$ cat src/rtl/pipeline_hazard_ctrl_if.sv
// Hazard-control bus: pipeline-side hazard inputs and the stall/bubble/flush controls.
// The pipeline is the master; the hazard controller is the slave.
interface pipeline_hazard_ctrl_if #(
    parameter int PERF_W = 32
);
    logic [4:0]        id_rs1_addr;
    logic [4:0]        id_rs2_addr;
    logic              id_rs1_used;
    logic              id_rs2_used;
    logic [4:0]        ex_rd_addr;
    logic              ex_reg_write_en;
    logic [1:0]        ex_mem_read;
    logic              ex_is_muldiv;
    logic              ex_branch_taken;
    logic              mem_busy;

    logic              pc_stall;
    logic              if_id_stall;
    logic              if_id_flush;
    logic              id_ex_stall;
    logic              id_ex_bubble;
    logic              ex_mem_stall;
    logic              ex_mem_bubble;
    logic              mem_wb_bubble;
    logic              muldiv_start;
    logic              muldiv_busy;
    logic [PERF_W-1:0] stall_count;

    modport master (
        output id_rs1_addr, id_rs2_addr, id_rs1_used, id_rs2_used,
               ex_rd_addr, ex_reg_write_en, ex_mem_read, ex_is_muldiv,
               ex_branch_taken, mem_busy,
        input  pc_stall, if_id_stall, if_id_flush, id_ex_stall, id_ex_bubble,
               ex_mem_stall, ex_mem_bubble, mem_wb_bubble, muldiv_start,
               muldiv_busy, stall_count
    );

    modport slave (
        input  id_rs1_addr, id_rs2_addr, id_rs1_used, id_rs2_used,
               ex_rd_addr, ex_reg_write_en, ex_mem_read, ex_is_muldiv,
               ex_branch_taken, mem_busy,
        output pc_stall, if_id_stall, if_id_flush, id_ex_stall, id_ex_bubble,
               ex_mem_stall, ex_mem_bubble, mem_wb_bubble, muldiv_start,
               muldiv_busy, stall_count
    );
endinterface

$ cat src/rtl/pipeline_hazard_ctrl.sv
// Stall/flush controller for the 5-stage RV32IM pipeline: load-use, mul/div hold,
// taken-branch flush and data-memory wait, plus a saturating stall-cycle counter.
module pipeline_hazard_ctrl #(
    parameter int MULDIV_CYCLES = 4,
    parameter int CNT_W         = 6,
    parameter int PERF_W        = 32
) (
    input  logic                  clk,
    input  logic                  reset,
    pipeline_hazard_ctrl_if.slave hz
);
    typedef enum logic {IDLE = 1'b0, BUSY = 1'b1} state_t;

    localparam logic [CNT_W-1:0]  CNT_LOAD = CNT_W'(MULDIV_CYCLES - 1);
    localparam logic [PERF_W-1:0] PERF_MAX = '1;

    state_t             r_state;
    state_t             w_state_nxt;
    logic [CNT_W-1:0]   r_cnt;
    logic [CNT_W-1:0]   w_cnt_nxt;
    logic [PERF_W-1:0]  r_stall_count;

    logic w_lu, w_md_start, w_md_hold;
    logic w_pc_stall, w_if_id_stall, w_if_id_flush, w_id_ex_stall, w_id_ex_bubble;
    logic w_ex_mem_stall, w_ex_mem_bubble, w_mem_wb_bubble, w_muldiv_start, w_muldiv_busy;

    assign w_lu = (hz.ex_mem_read != 2'd0) && hz.ex_reg_write_en && (hz.ex_rd_addr != 5'd0) &&
                  ((hz.id_rs1_used && (hz.id_rs1_addr == hz.ex_rd_addr)) ||
                   (hz.id_rs2_used && (hz.id_rs2_addr == hz.ex_rd_addr)));

    // The release cycle (BUSY, cnt==0) claims no priority: it stalls nothing.
    assign w_md_start = (r_state == IDLE) && hz.ex_is_muldiv;
    assign w_md_hold  = (r_state == BUSY) && (r_cnt != '0);

    always_ff @(posedge clk) begin
        if (reset) begin
            r_state <= IDLE;
            r_cnt   <= '0;
        end else begin
            r_state <= w_state_nxt;
            r_cnt   <= w_cnt_nxt;
        end
    end

    always_comb begin
        w_state_nxt = r_state;
        w_cnt_nxt   = r_cnt;
        if (!hz.mem_busy) begin
            case (r_state)
                IDLE: if (hz.ex_is_muldiv) begin
                    w_state_nxt = BUSY;
                    w_cnt_nxt   = CNT_LOAD;
                end
                BUSY: if (r_cnt != '0) w_cnt_nxt = r_cnt - CNT_W'(1);
                      else             w_state_nxt = IDLE;
                default: w_state_nxt = IDLE;
            endcase
        end
    end

    always_comb begin
        w_pc_stall      = 1'b0;
        w_if_id_stall   = 1'b0;
        w_if_id_flush   = 1'b0;
        w_id_ex_stall   = 1'b0;
        w_id_ex_bubble  = 1'b0;
        w_ex_mem_stall  = 1'b0;
        w_ex_mem_bubble = 1'b0;
        w_mem_wb_bubble = 1'b0;
        w_muldiv_start  = 1'b0;
        // Status flag: tracks BUSY even through a memory wait.
        w_muldiv_busy   = !reset && (r_state == BUSY);
        if (reset) begin
            w_pc_stall = 1'b0;
        end else if (hz.mem_busy) begin
            w_pc_stall      = 1'b1;
            w_if_id_stall   = 1'b1;
            w_id_ex_stall   = 1'b1;
            w_ex_mem_stall  = 1'b1;
            w_mem_wb_bubble = 1'b1;
        end else if (w_md_start || w_md_hold) begin
            w_muldiv_start  = w_md_start;
            w_pc_stall      = 1'b1;
            w_if_id_stall   = 1'b1;
            w_id_ex_stall   = 1'b1;
            w_ex_mem_bubble = 1'b1;
        end else if (hz.ex_branch_taken) begin
            w_if_id_flush   = 1'b1;
            w_id_ex_bubble  = 1'b1;
        end else if (w_lu) begin
            w_pc_stall      = 1'b1;
            w_if_id_stall   = 1'b1;
            w_id_ex_bubble  = 1'b1;
        end
    end

    always_ff @(posedge clk) begin
        if (reset)
            r_stall_count <= '0;
        else if (w_pc_stall && (r_stall_count != PERF_MAX))
            r_stall_count <= r_stall_count + PERF_W'(1);
    end

    assign hz.pc_stall      = w_pc_stall;
    assign hz.if_id_stall   = w_if_id_stall;
    assign hz.if_id_flush   = w_if_id_flush;
    assign hz.id_ex_stall   = w_id_ex_stall;
    assign hz.id_ex_bubble  = w_id_ex_bubble;
    assign hz.ex_mem_stall  = w_ex_mem_stall;
    assign hz.ex_mem_bubble = w_ex_mem_bubble;
    assign hz.mem_wb_bubble = w_mem_wb_bubble;
    assign hz.muldiv_start  = w_muldiv_start;
    assign hz.muldiv_busy   = w_muldiv_busy;
    assign hz.stall_count   = r_stall_count;
endmodule
$ cat src/flat_wrapper.sv
// flat-port wrapper written by rule: the top's interface ports become plain ports
module pipeline_hazard_ctrl_flat 
#(
    parameter int MULDIV_CYCLES = 4,
    parameter int CNT_W         = 6,
    parameter int PERF_W        = 32
)
  (clk, reset, hz_id_rs1_addr, hz_id_rs2_addr, hz_id_rs1_used, hz_id_rs2_used, hz_ex_rd_addr, hz_ex_reg_write_en, hz_ex_mem_read, hz_ex_is_muldiv, hz_ex_branch_taken, hz_mem_busy, hz_pc_stall, hz_if_id_stall, hz_if_id_flush, hz_id_ex_stall, hz_id_ex_bubble, hz_ex_mem_stall, hz_ex_mem_bubble, hz_mem_wb_bubble, hz_muldiv_start, hz_muldiv_busy, hz_stall_count);
  pipeline_hazard_ctrl_if #(.PERF_W(PERF_W)) hz_i ();
  input  logic clk;
  input  logic reset;
  input wire logic [$bits(hz_i.id_rs1_addr)-1:0] hz_id_rs1_addr;
  input wire logic [$bits(hz_i.id_rs2_addr)-1:0] hz_id_rs2_addr;
  input wire logic [$bits(hz_i.id_rs1_used)-1:0] hz_id_rs1_used;
  input wire logic [$bits(hz_i.id_rs2_used)-1:0] hz_id_rs2_used;
  input wire logic [$bits(hz_i.ex_rd_addr)-1:0] hz_ex_rd_addr;
  input wire logic [$bits(hz_i.ex_reg_write_en)-1:0] hz_ex_reg_write_en;
  input wire logic [$bits(hz_i.ex_mem_read)-1:0] hz_ex_mem_read;
  input wire logic [$bits(hz_i.ex_is_muldiv)-1:0] hz_ex_is_muldiv;
  input wire logic [$bits(hz_i.ex_branch_taken)-1:0] hz_ex_branch_taken;
  input wire logic [$bits(hz_i.mem_busy)-1:0] hz_mem_busy;
  output wire logic [$bits(hz_i.pc_stall)-1:0] hz_pc_stall;
  output wire logic [$bits(hz_i.if_id_stall)-1:0] hz_if_id_stall;
  output wire logic [$bits(hz_i.if_id_flush)-1:0] hz_if_id_flush;
  output wire logic [$bits(hz_i.id_ex_stall)-1:0] hz_id_ex_stall;
  output wire logic [$bits(hz_i.id_ex_bubble)-1:0] hz_id_ex_bubble;
  output wire logic [$bits(hz_i.ex_mem_stall)-1:0] hz_ex_mem_stall;
  output wire logic [$bits(hz_i.ex_mem_bubble)-1:0] hz_ex_mem_bubble;
  output wire logic [$bits(hz_i.mem_wb_bubble)-1:0] hz_mem_wb_bubble;
  output wire logic [$bits(hz_i.muldiv_start)-1:0] hz_muldiv_start;
  output wire logic [$bits(hz_i.muldiv_busy)-1:0] hz_muldiv_busy;
  output wire logic [$bits(hz_i.stall_count)-1:0] hz_stall_count;
  assign hz_i.id_rs1_addr = hz_id_rs1_addr;
  assign hz_i.id_rs2_addr = hz_id_rs2_addr;
  assign hz_i.id_rs1_used = hz_id_rs1_used;
  assign hz_i.id_rs2_used = hz_id_rs2_used;
  assign hz_i.ex_rd_addr = hz_ex_rd_addr;
  assign hz_i.ex_reg_write_en = hz_ex_reg_write_en;
  assign hz_i.ex_mem_read = hz_ex_mem_read;
  assign hz_i.ex_is_muldiv = hz_ex_is_muldiv;
  assign hz_i.ex_branch_taken = hz_ex_branch_taken;
  assign hz_i.mem_busy = hz_mem_busy;
  assign hz_pc_stall = hz_i.pc_stall;
  assign hz_if_id_stall = hz_i.if_id_stall;
  assign hz_if_id_flush = hz_i.if_id_flush;
  assign hz_id_ex_stall = hz_i.id_ex_stall;
  assign hz_id_ex_bubble = hz_i.id_ex_bubble;
  assign hz_ex_mem_stall = hz_i.ex_mem_stall;
  assign hz_ex_mem_bubble = hz_i.ex_mem_bubble;
  assign hz_mem_wb_bubble = hz_i.mem_wb_bubble;
  assign hz_muldiv_start = hz_i.muldiv_start;
  assign hz_muldiv_busy = hz_i.muldiv_busy;
  assign hz_stall_count = hz_i.stall_count;
  pipeline_hazard_ctrl #(.MULDIV_CYCLES(MULDIV_CYCLES), .CNT_W(CNT_W), .PERF_W(PERF_W)) u_core (.clk(clk), .reset(reset), .hz(hz_i));
endmodule
$ cat config.mk
export PLATFORM = sky130hd
export DESIGN_NAME = pipeline_hazard_ctrl_flat
export DESIGN_NICKNAME = d
export VERILOG_FILES = /design/src/rtl/pipeline_hazard_ctrl_if.sv /design/src/rtl/pipeline_hazard_ctrl.sv /design/src/flat_wrapper.sv
export SDC_FILE = /design/constraint.sdc
export NUM_CORES = 1
export LEC_CHECK = 0
export CAP_MARGIN = 5
export CORE_MARGIN = 8
export CORE_UTILIZATION = 43
export DETAILED_ROUTE_END_ITERATION = 10
export GPL_TIMING_DRIVEN = 0
export HOLD_SLACK_MARGIN = 0.08
export PLACE_DENSITY_LB_ADDON = 0.15
export SYNTH_ARGS = -nofsm -noshare
export SYNTH_HDL_FRONTEND = slang
export SYNTH_SLANG_ARGS = --single-unit
$ cat constraint.sdc
create_clock -name clk -period 2.2 [get_ports clk]
set_input_delay 0.55 -clock clk [delete_from_list [all_inputs] [get_ports clk]]
set_output_delay 0.55 -clock clk [all_outputs]
set_load 0.01 [all_outputs]
-- Yosys cells after proc, flatten, opt, wreduce, memory -nomap -nowiden
Index checks and enable logic that the tools add are counted.
- add/sub/neg operators: 2
- equality and inequality tests: 5
- mux-type cells: 29
- bitwise logic cells: 2
- reductions and logical operators: 16
- operators by type and width (kind ; count):
    32-bit by 1-bit adder with 32-bit output, second input constant ; 1
    32-bit inequality test, second input constant ; 1
    1-bit two-way mux ; 25
    6-bit two-way mux ; 2
    6-bit one-hot mux with 2 select lines ; 1
    5-bit equality test ; 2
    1-bit logical AND ; 9
    6-bit nonzero test ; 1
    6-bit by 1-bit subtractor with 6-bit output, second input constant ; 1
    5-bit nonzero test ; 1
    2-bit inequality test, second input constant ; 2
    3-bit AND reduction ; 1
    1-bit logical OR ; 2
    1-bit NOT ; 2
    1-bit one-hot mux with 2 select lines ; 1
    2-bit nonzero test ; 1
    1-bit zero test ; 1
- register bits after elaboration: 39
- bits of input ports: 25

-- Logic depth before layout (Yosys ltp)
Gate-level depths: netlist of run 1.
- depth after elaboration: 10
- depth in mapped cells: 9
- mapped depth without buffers: 8

-- Worst setup path before layout of run 1
OpenSTA, ideal clock, no wires.
- path type: input port to output port
- start point: in hz_ex_rd_addr[1]
- end point: out hz_pc_stall
- data arrival time: 1680 ps
- data required time: 1650 ps
- setup slack: -30 ps
- stages: 7
- path buffers: 2
- cells stage by stage: xnor2_1 nand4_1 o22ai_1 a31oi_4 buf_4 inv_1 buf_4
- longest elaborated chain between the ends: 9
- elaborated cells between the ends (all ways): 13
- RTL lines (item ; line ; RTL):
    from (decl) ; flat_wrapper.sv:16 ; input wire logic [$bits(hz_i.ex_rd_addr)-1:0] hz_ex_rd_addr;
    5-bit equality test, on equally long branches ; pipeline_hazard_ctrl.sv:28, pipeline_hazard_ctrl.sv:29 ;
    1-bit logical AND, on equally long branches ; pipeline_hazard_ctrl.sv:28, pipeline_hazard_ctrl.sv:29 ;
    1-bit logical OR ; pipeline_hazard_ctrl.sv:28 ; ((hz.id_rs1_used && (hz.id_rs1_addr == hz.ex_rd_addr)) ||
    1-bit logical AND (*) ; pipeline_hazard_ctrl.sv:27 ; assign w_lu = (hz.ex_mem_read != 2'd0) && hz.ex_reg_write_en && (hz.ex_rd_addr != 5'd0) &&
    1-bit two-way mux (*) (5 in series) ; -- ;
    to (decl) ; flat_wrapper.sv:22 ; output wire logic [$bits(hz_i.pc_stall)-1:0] hz_pc_stall;
Mark *: on every way between the ends. The rest lies on a longest branch, timed or not.

-- Worst setup path in the final report of run 1
- start point: reg u_core.r_cnt[4]
- end point: out hz_pc_stall
- longest elaborated chain between the ends: 6
- RTL lines (item ; line ; RTL):
    from (decl) ; pipeline_hazard_ctrl.sv:19 ; logic [CNT_W-1:0] r_cnt;
    from (signal assigned) ; pipeline_hazard_ctrl.sv:41 ; r_cnt <= w_cnt_nxt;
    6-bit nonzero test ; pipeline_hazard_ctrl.sv:33 ; assign w_md_hold = (r_state == BUSY) && (r_cnt != '0);
    1-bit logical AND ; pipeline_hazard_ctrl.sv:33 ;
    1-bit logical OR ; pipeline_hazard_ctrl.sv:81 ; end else if (w_md_start || w_md_hold) begin
    1-bit two-way mux ; pipeline_hazard_ctrl.sv:81 ;
    1-bit two-way mux ; pipeline_hazard_ctrl.sv:75 ; end else if (hz.mem_busy) begin
    1-bit two-way mux ; pipeline_hazard_ctrl.sv:73 ; if (reset) begin
No other way between the ends.

==> reports/metrics.cfg, run 1 <==
[run_status]
violations=setup timing
outcome=finished with violations

[logic_synthesis]
ys_async_sr_fraction_pct=0
synth_nets=311
synth_top_cell_by_area=dfxtp_1
synth-edff-count=0
synth_area_mm2=0.00231
ys.flop_type=dfxtp_1
yosysWarnings=0
yosysSeqAreaShare_pct=33.7
avgSynthCellArea_um2=8.18
synth_top_area_share_pct=33.7
yosys-top-cells-area=dfxtp_1, nand4_1, xnor2_1
synth_most_common_cell=dfxtp_1
synth.distinct_cells=49
ys_top_cells_by_count=dfxtp_1, nor2_1, a21oi_1, nand2_1, nand4_1
ys_ff_latch=39
syn_inst=283

[sta]
layout_setup_ws_ns=-0.155
finalMaxSlewViolations=0
fin_crit_ns=2.36
fin_skew_ns=0.00981
fin_crit_sh_pct=107
rsz0062_at_grt=yes
maxSlewHeadroom_pct=67.8
worst_pin_slew_ns=0.478
fmax_ghz=0.425
fin_tns_setup_ns=-0.402
timing.final.hold_violations=0
whs_ns=0.508
setup_viol=6

[worst_setup_path]
required_ns=1.65
crit_slowest_cell=dfxtp_4
cp_top_family=compound AO/OA/AOI/OAI gates
cp_max_fo=3
path_depth=8
cp.buffers_inverters=4
path_cells=nor4_4, a31o_1, a21oi_2, a31oi_4, buf_6, inv_4, buf_6, buf_6
arrival_ns=1.81
reg2reg_depth=9
cp-end-kind=output port
path_class=register to output port
cpPeakStageDelay_ns=0.36
crit_path_start_kind=register
crit_top_cell=buf_6

[cts]
cts_tree=built
cts_buffers=5
clk_pin_slew_ns=0.07
cts_max_path_buffers=2
cts.htree.levels=2
clk_latency_ns=0.29
ctsHoldBuffers=0
clockRootBuffer=clkbuf_8
cts_sinks=39

[routing]
remaining_drc_errors=0
routed_via_density=5.81
drt-total-wl_um=7180
route.vias.total=2505
ant_nets=0
wire_per_inst_um=16.7
drt_first_pass_iters=4
drtIter0Drc=188

[global_routing]
antenna_found_initial=0
grt_pass1_vias=2403
grt_use_met2_pct=29.2
grt_start_max_net_pins=12
grt_use_met3_pct=6.16
overflow=0
grt_use_met1_pct=22.4
grt_first_pass_wirelength_um=11500
grt_busiest_layer=met2
track_usage_pct=18.2

[power]
power_density_mw_per_mm2=448
leakage_nw=1.28
ir_drop_uv=307

[floorplan]
dieArea_mm2=0.00799
die_x_um=89.4
start_util_pct=45.0
core_mm2=0.00514
rows=26
io_pins=67
die_h_um=89.4

[layout]
stdcell_count=431
syn_to_final_growth_pct=50.7
n_fill_cell=452
postLayoutCellArea_mm2=0.00349
antenna_cells=0
fin_nets=389
drive_gt1_share_pct=32.1

[placed_design]
place_area_mm2=0.00306
dp.cells=418
io_buffers=65
gp_congestion=0.839
dp_hpwl_um=4910

[run]
drv_cap=0

[min_path]
hold_path_class=register to register
min_path_cells=2

## final timing paths
check,end,startpoint,slack (ns)
setup / recovery,hz_pc_stall,u_core.r_cnt[4]$_SDFFE_PP0P_,-0.16
hold / removal,u_core.hz.stall_count[30]$_SDFFE_PP0P_,u_core.hz.stall_count[30]$_SDFFE_PP0P_,0.51
setup reg to reg,u_core.hz.stall_count[27]$_SDFFE_PP0P_,u_core.r_cnt[0]$_SDFFE_PP0P_,0.09
hold reg to reg,u_core.hz.stall_count[30]$_SDFFE_PP0P_,u_core.hz.stall_count[30]$_SDFFE_PP0P_,0.51
## placed cells by master, fill, tap and decap left out, drive strengths merged, types with 3 or more instances in the layout
cell type and instances:
o21a 5, nand4 18, nor2b 9, xnor2 12
clkdlybuf4s50 35, o21ai 12, nand2 20, clkbuf 18
or2 3, nor3 17, buf 31, nor4 8
a21oi 20, dlygate4sd2 9, ha 3, o31a 3
nand3 13, or4 8, inv 7, o31ai 7
or3 10, dfxtp 39, mux2 8, o311ai 3
nor2 20
## kinds of logic (layout without fill, tap and decap cells)
| kind of cell | Yosys count | count (layout) | synth area share, % |
|---|---|---|---|
| DFF | 39 | 39 | 33.7 |
| adders and majority gates | 3 | 3 | 1.62 |
| xor gates and xnor gates | 14 | 14 | 5.30 |
| buffers and inverters | 26 | 104 | 4.92 |
| AOI/OAI and AO/OA | 61 | 61 | 17.6 |
| muxes | 8 | 8 | 3.89 |
| and+or+nand+nor | 132 | 132 | 33.0 |
## power by group
group | internal, mW | switching, mW | total [mW]
Sequential | 0.722 | 0.0191 | 0.741
Combinational | 0.165 | 0.159 | 0.324
Clock | 0.246 | 0.253 | 0.499
## layout make-up
cell class | instances | area, um^2 | area share [%]
plain buffers | 16 | 101 | 2.91
clock buffers | 6 | 82.6 | 2.37
well taps | 70 | 87.6 | 2.51
repair buffers | 73 | 709 | 20.3
clock inverters | 1 | 5.00 | 0.143
flip-flops and latches | 39 | 797 | 22.8
inverters | 8 | 37.5 | 1.08
multi-input cells | 218 | 1670 | 47.8
## worst reg2reg max path: stages, from the launching register on
cell     delay [ns]
dfxtp_2        0.35
inv_1          0.06
ha_2           0.20
a31o_1         0.23
a21oi_2        0.18
a31oi_4        0.06
buf_6          0.15
buf_4          0.19
nor4_4         0.24
mux2_1         0.34
## per-stage QoR
stage | total power, mW | utilization, % | worst slack [ns]
after floorplan | 0.891 | - | 0.000447
after global placement | 0.998 | 59.5 | -1.13
after detailed placement | 1.00 | 59.5 | -1.15
after CTS | 1.55 | 64.8 | -0.153
after global routing | 1.63 | 67.9 | -0.241
final | 1.56 | 67.9 | -0.155
## state kept, by name (all words and copies together), names as in the netlist
signal / cells
u_core.hz.stall_count: 32
u_core.r_cnt: 6
u_core.r_state: 1
## what timing repair did
item / CTS / global route
pin swaps: 23 / 9
setup endpoints to repair: 42 / 38
gates resized for setup: 142 / 50
setup buffers: 5 / 3
## routing by layer
metal | vias to the layer above | wire, um | share of wire [%]
met5 | - | 0 | 0
met4 | 0 | 123 | 1.7
met3 | 14 | 725 | 10
met2 | 103 | 3350 | 47
met1 | 1183 | 2980 | 42
li1 | 1205 | - | -
No activity file was read; power rests on OpenSTA's default activity.
==> run 2, diff against run 1 <==
--- a/config.mk
+++ b/config.mk
@@ -6,8 +6,8 @@
 export NUM_CORES = 1
 export LEC_CHECK = 0
 export CAP_MARGIN = 5
-export CORE_MARGIN = 8
-export CORE_UTILIZATION = 43
+export CORE_MARGIN = 2
+export CORE_UTILIZATION = 48
 export DETAILED_ROUTE_END_ITERATION = 10
 export GPL_TIMING_DRIVEN = 0
 export HOLD_SLACK_MARGIN = 0.08
==> constraint.sdc (replaced) <==
create_clock -name clk -period 2.6 [get_ports clk]
set_input_delay 0.65 -clock clk [delete_from_list [all_inputs] [get_ports clk]]
set_output_delay 0.65 -clock clk [all_outputs]
set_load 0.01 [all_outputs]
==> reports/metrics.cfg, run 2 (synthesis results as in run 1) <==
[cts]
cts_tree=built
clk_pin_slew_ns=0.08  ; about the same
cts.htree.levels=2  ; unchanged
clockRootBuffer=clkbuf_8
cts_max_path_buffers=2  ; unchanged
clk_latency_ns=0.30  ; about the same
cts_buffers=5  ; unchanged
cts_sinks=39  ; unchanged

[floorplan]
rows=25  ; -3.8%
die_x_um=73.4  ; -18%
io_pins=67  ; unchanged
die_h_um=73.4  ; -18%
start_util_pct=49.3  ; +4.3 points
dieArea_mm2=0.00539  ; -32%
core_mm2=0.00469  ; -8.7%

[routing]
remaining_drc_errors=0  ; unchanged
drt_first_pass_iters=4  ; unchanged
route.vias.total=2411  ; -3.8%
ant_nets=0  ; unchanged
drtIter0Drc=190  ; +1.1%
drt-total-wl_um=6360  ; -11%
wire_per_inst_um=15.4  ; -7.6%
routed_via_density=5.84  ; +0.44%

[min_path]
hold_start=u_core.r_cnt[0]$_SDFFE_PP0P_
holdPathEnd=u_core.r_cnt[0]$_SDFFE_PP0P_
min_path_cells=1  ; -1
hold_path_class=register to register

[run_status]
outcome=completed

[layout]
area.sequential_um2=781  ; -2.0%
postLayoutCellArea_mm2=0.00318  ; -8.9%
n_fill_cell=403  ; -11%
postLayoutCoreUtil_pct=67.7  ; -0.16 points
syn_to_final_growth_pct=37.2
drive_gt1_share_pct=15.6  ; -17 points
antenna_cells=0  ; unchanged
fin_nets=386  ; -0.77%
multi_input_area_mm2=0.00146  ; -13%
largest_reg_flops=32  ; unchanged
mostFrequentLayoutCells=clkdlybuf4s50_1, dfxtp_1, nand2_1, nor2_1
final_common_cell=clkdlybuf4s50_1

[worst_setup_path]
path_cells=clkdlybuf4s15_1, xnor2_2, nand4_1, o22ai_2, buf_4, a21oi_2, nor4_1, buf_2
cp-end-kind=output port
r2r_setup_slack_ns=0.28  ; +0.19 ns
cp_max_fo=2  ; -1
required_ns=1.95  ; +0.30 ns
regToRegStartpoint=u_core.r_cnt[0]$_SDFFE_PP0P_
r2r-end=u_core.hz.stall_count[11]$_SDFFE_PP0P_
path_class=input port to output port
crit_slowest_cell=o22ai_2
reg2reg_depth=9  ; unchanged
cp_top_family=buffers and inverters
crit_path_start_kind=input port
arrival_ns=1.87  ; +0.06 ns
cpPeakStageDelay_ns=0.22  ; -0.14 ns
cp.buffers_inverters=3  ; -1
cp-startpoint=hz_id_rs2_addr[2]

[placed_design]
io_buffers=65  ; unchanged
gp_congestion=0.896  ; +6.8%
dp_hpwl_um=4460  ; -9.1%
place_area_mm2=0.00303  ; -0.86%

[sta]
worst_pin_slew_ns=0.513  ; +0.0347 ns
timing.final.hold_violations=0  ; unchanged
setup_viol=0  ; -6
fmax_ghz=0.396
finalMaxSlewViolations=0  ; unchanged
rsz0062_at_grt=no
fin_skew_ns=0.00966  ; -0.000148 ns
fin_crit_ns=2.52
fin_crit_sh_pct=97.1
maxSlewHeadroom_pct=65.8  ; -2.0 points

[global_routing]
track_usage_pct=24.2  ; +6.0 points
overflow=0  ; unchanged
grt_pass1_vias=2322  ; -3.4%
grt_start_max_net_pins=14  ; +2
grt_first_pass_wirelength_um=10300  ; -10%
antenna_found_initial=0  ; unchanged

[power]
leakage_nw=1.12  ; -12%
ir_drop_uv=301  ; -1.8%
power_density_mw_per_mm2=429  ; -4.3%

[run]
drv_cap=0  ; unchanged

==> run 2: cell type report <==
type / instances / share of cell area (%)
plain buffers: 16 / 2.44
clock buffers: 5 / 2.17
clock inverters: 3 / 1.38
inverters: 8 / 1.14
multi-input cells: 218 / 45.8
flip-flops and latches: 39 / 24.6
well taps: 54 / 2.13
repair buffers: 70 / 20.4
==> run 2: what timing repair did <==
action / 4_1_cts / 5_1_grt
setup endpoints to repair: 19 / 3
hold buffers: 0 / 0
endpoints found under the hold margin: 0 / 0
pin swaps: 15 / 13
gates resized for setup: 68 / 14
setup buffers: 5 / 0
==> run 2: metrics by stage <==
step | instances | hold WS (ns) | TNS (ns) | worst slack, ns | power, mW
after global routing | 413 | 0.538 | 0 | 0.00947 | 1.40
final | 413 | 0.505 | 0 | 0.0767 | 1.36
after CTS | 415 | 0.503 | 0 | 0.00300 | 1.37
after floorplan | 283 | 0.461 | 0 | 0.170 | 0.753
after detailed placement | 402 | 0.485 | -14.05 | -1.04 | 0.848
after global placement | 402 | 0.486 | -13.72 | -1.02 | 0.843
==> run 2: layer usage <==
metal | track usage [%] | wire length (um) | vias to the layer above
li1 | - | - | 1206
met1 | 29.1 | 2790 | 1099
met2 | 41.0 | 2990 | 95
met3 | 5.90 | 474 | 11
met4 | 9.90 | 113 | 0
met5 | 0 | 0 | -
==> run 2: power by group <==
part	total [mW]	switching [mW]	internal, mW
clock	0.520	0.234	0.286
combinational	0.216	0.114	0.101
sequential	0.628	0.0179	0.610
==> run 2: worst max path at each step <==
stage | slack [ns] | cells past startpoint | to
after floorplan | 0.17 | 7 | hz_pc_stall
after global placement | -1.02 | 9 | hz_pc_stall
after detailed placement | -1.04 | 9 | hz_pc_stall
after CTS | 0.003 | 10 | hz_pc_stall
after global routing | 0.009 | 6 | hz_pc_stall
final | 0.08 | 8 | hz_id_ex_bubble
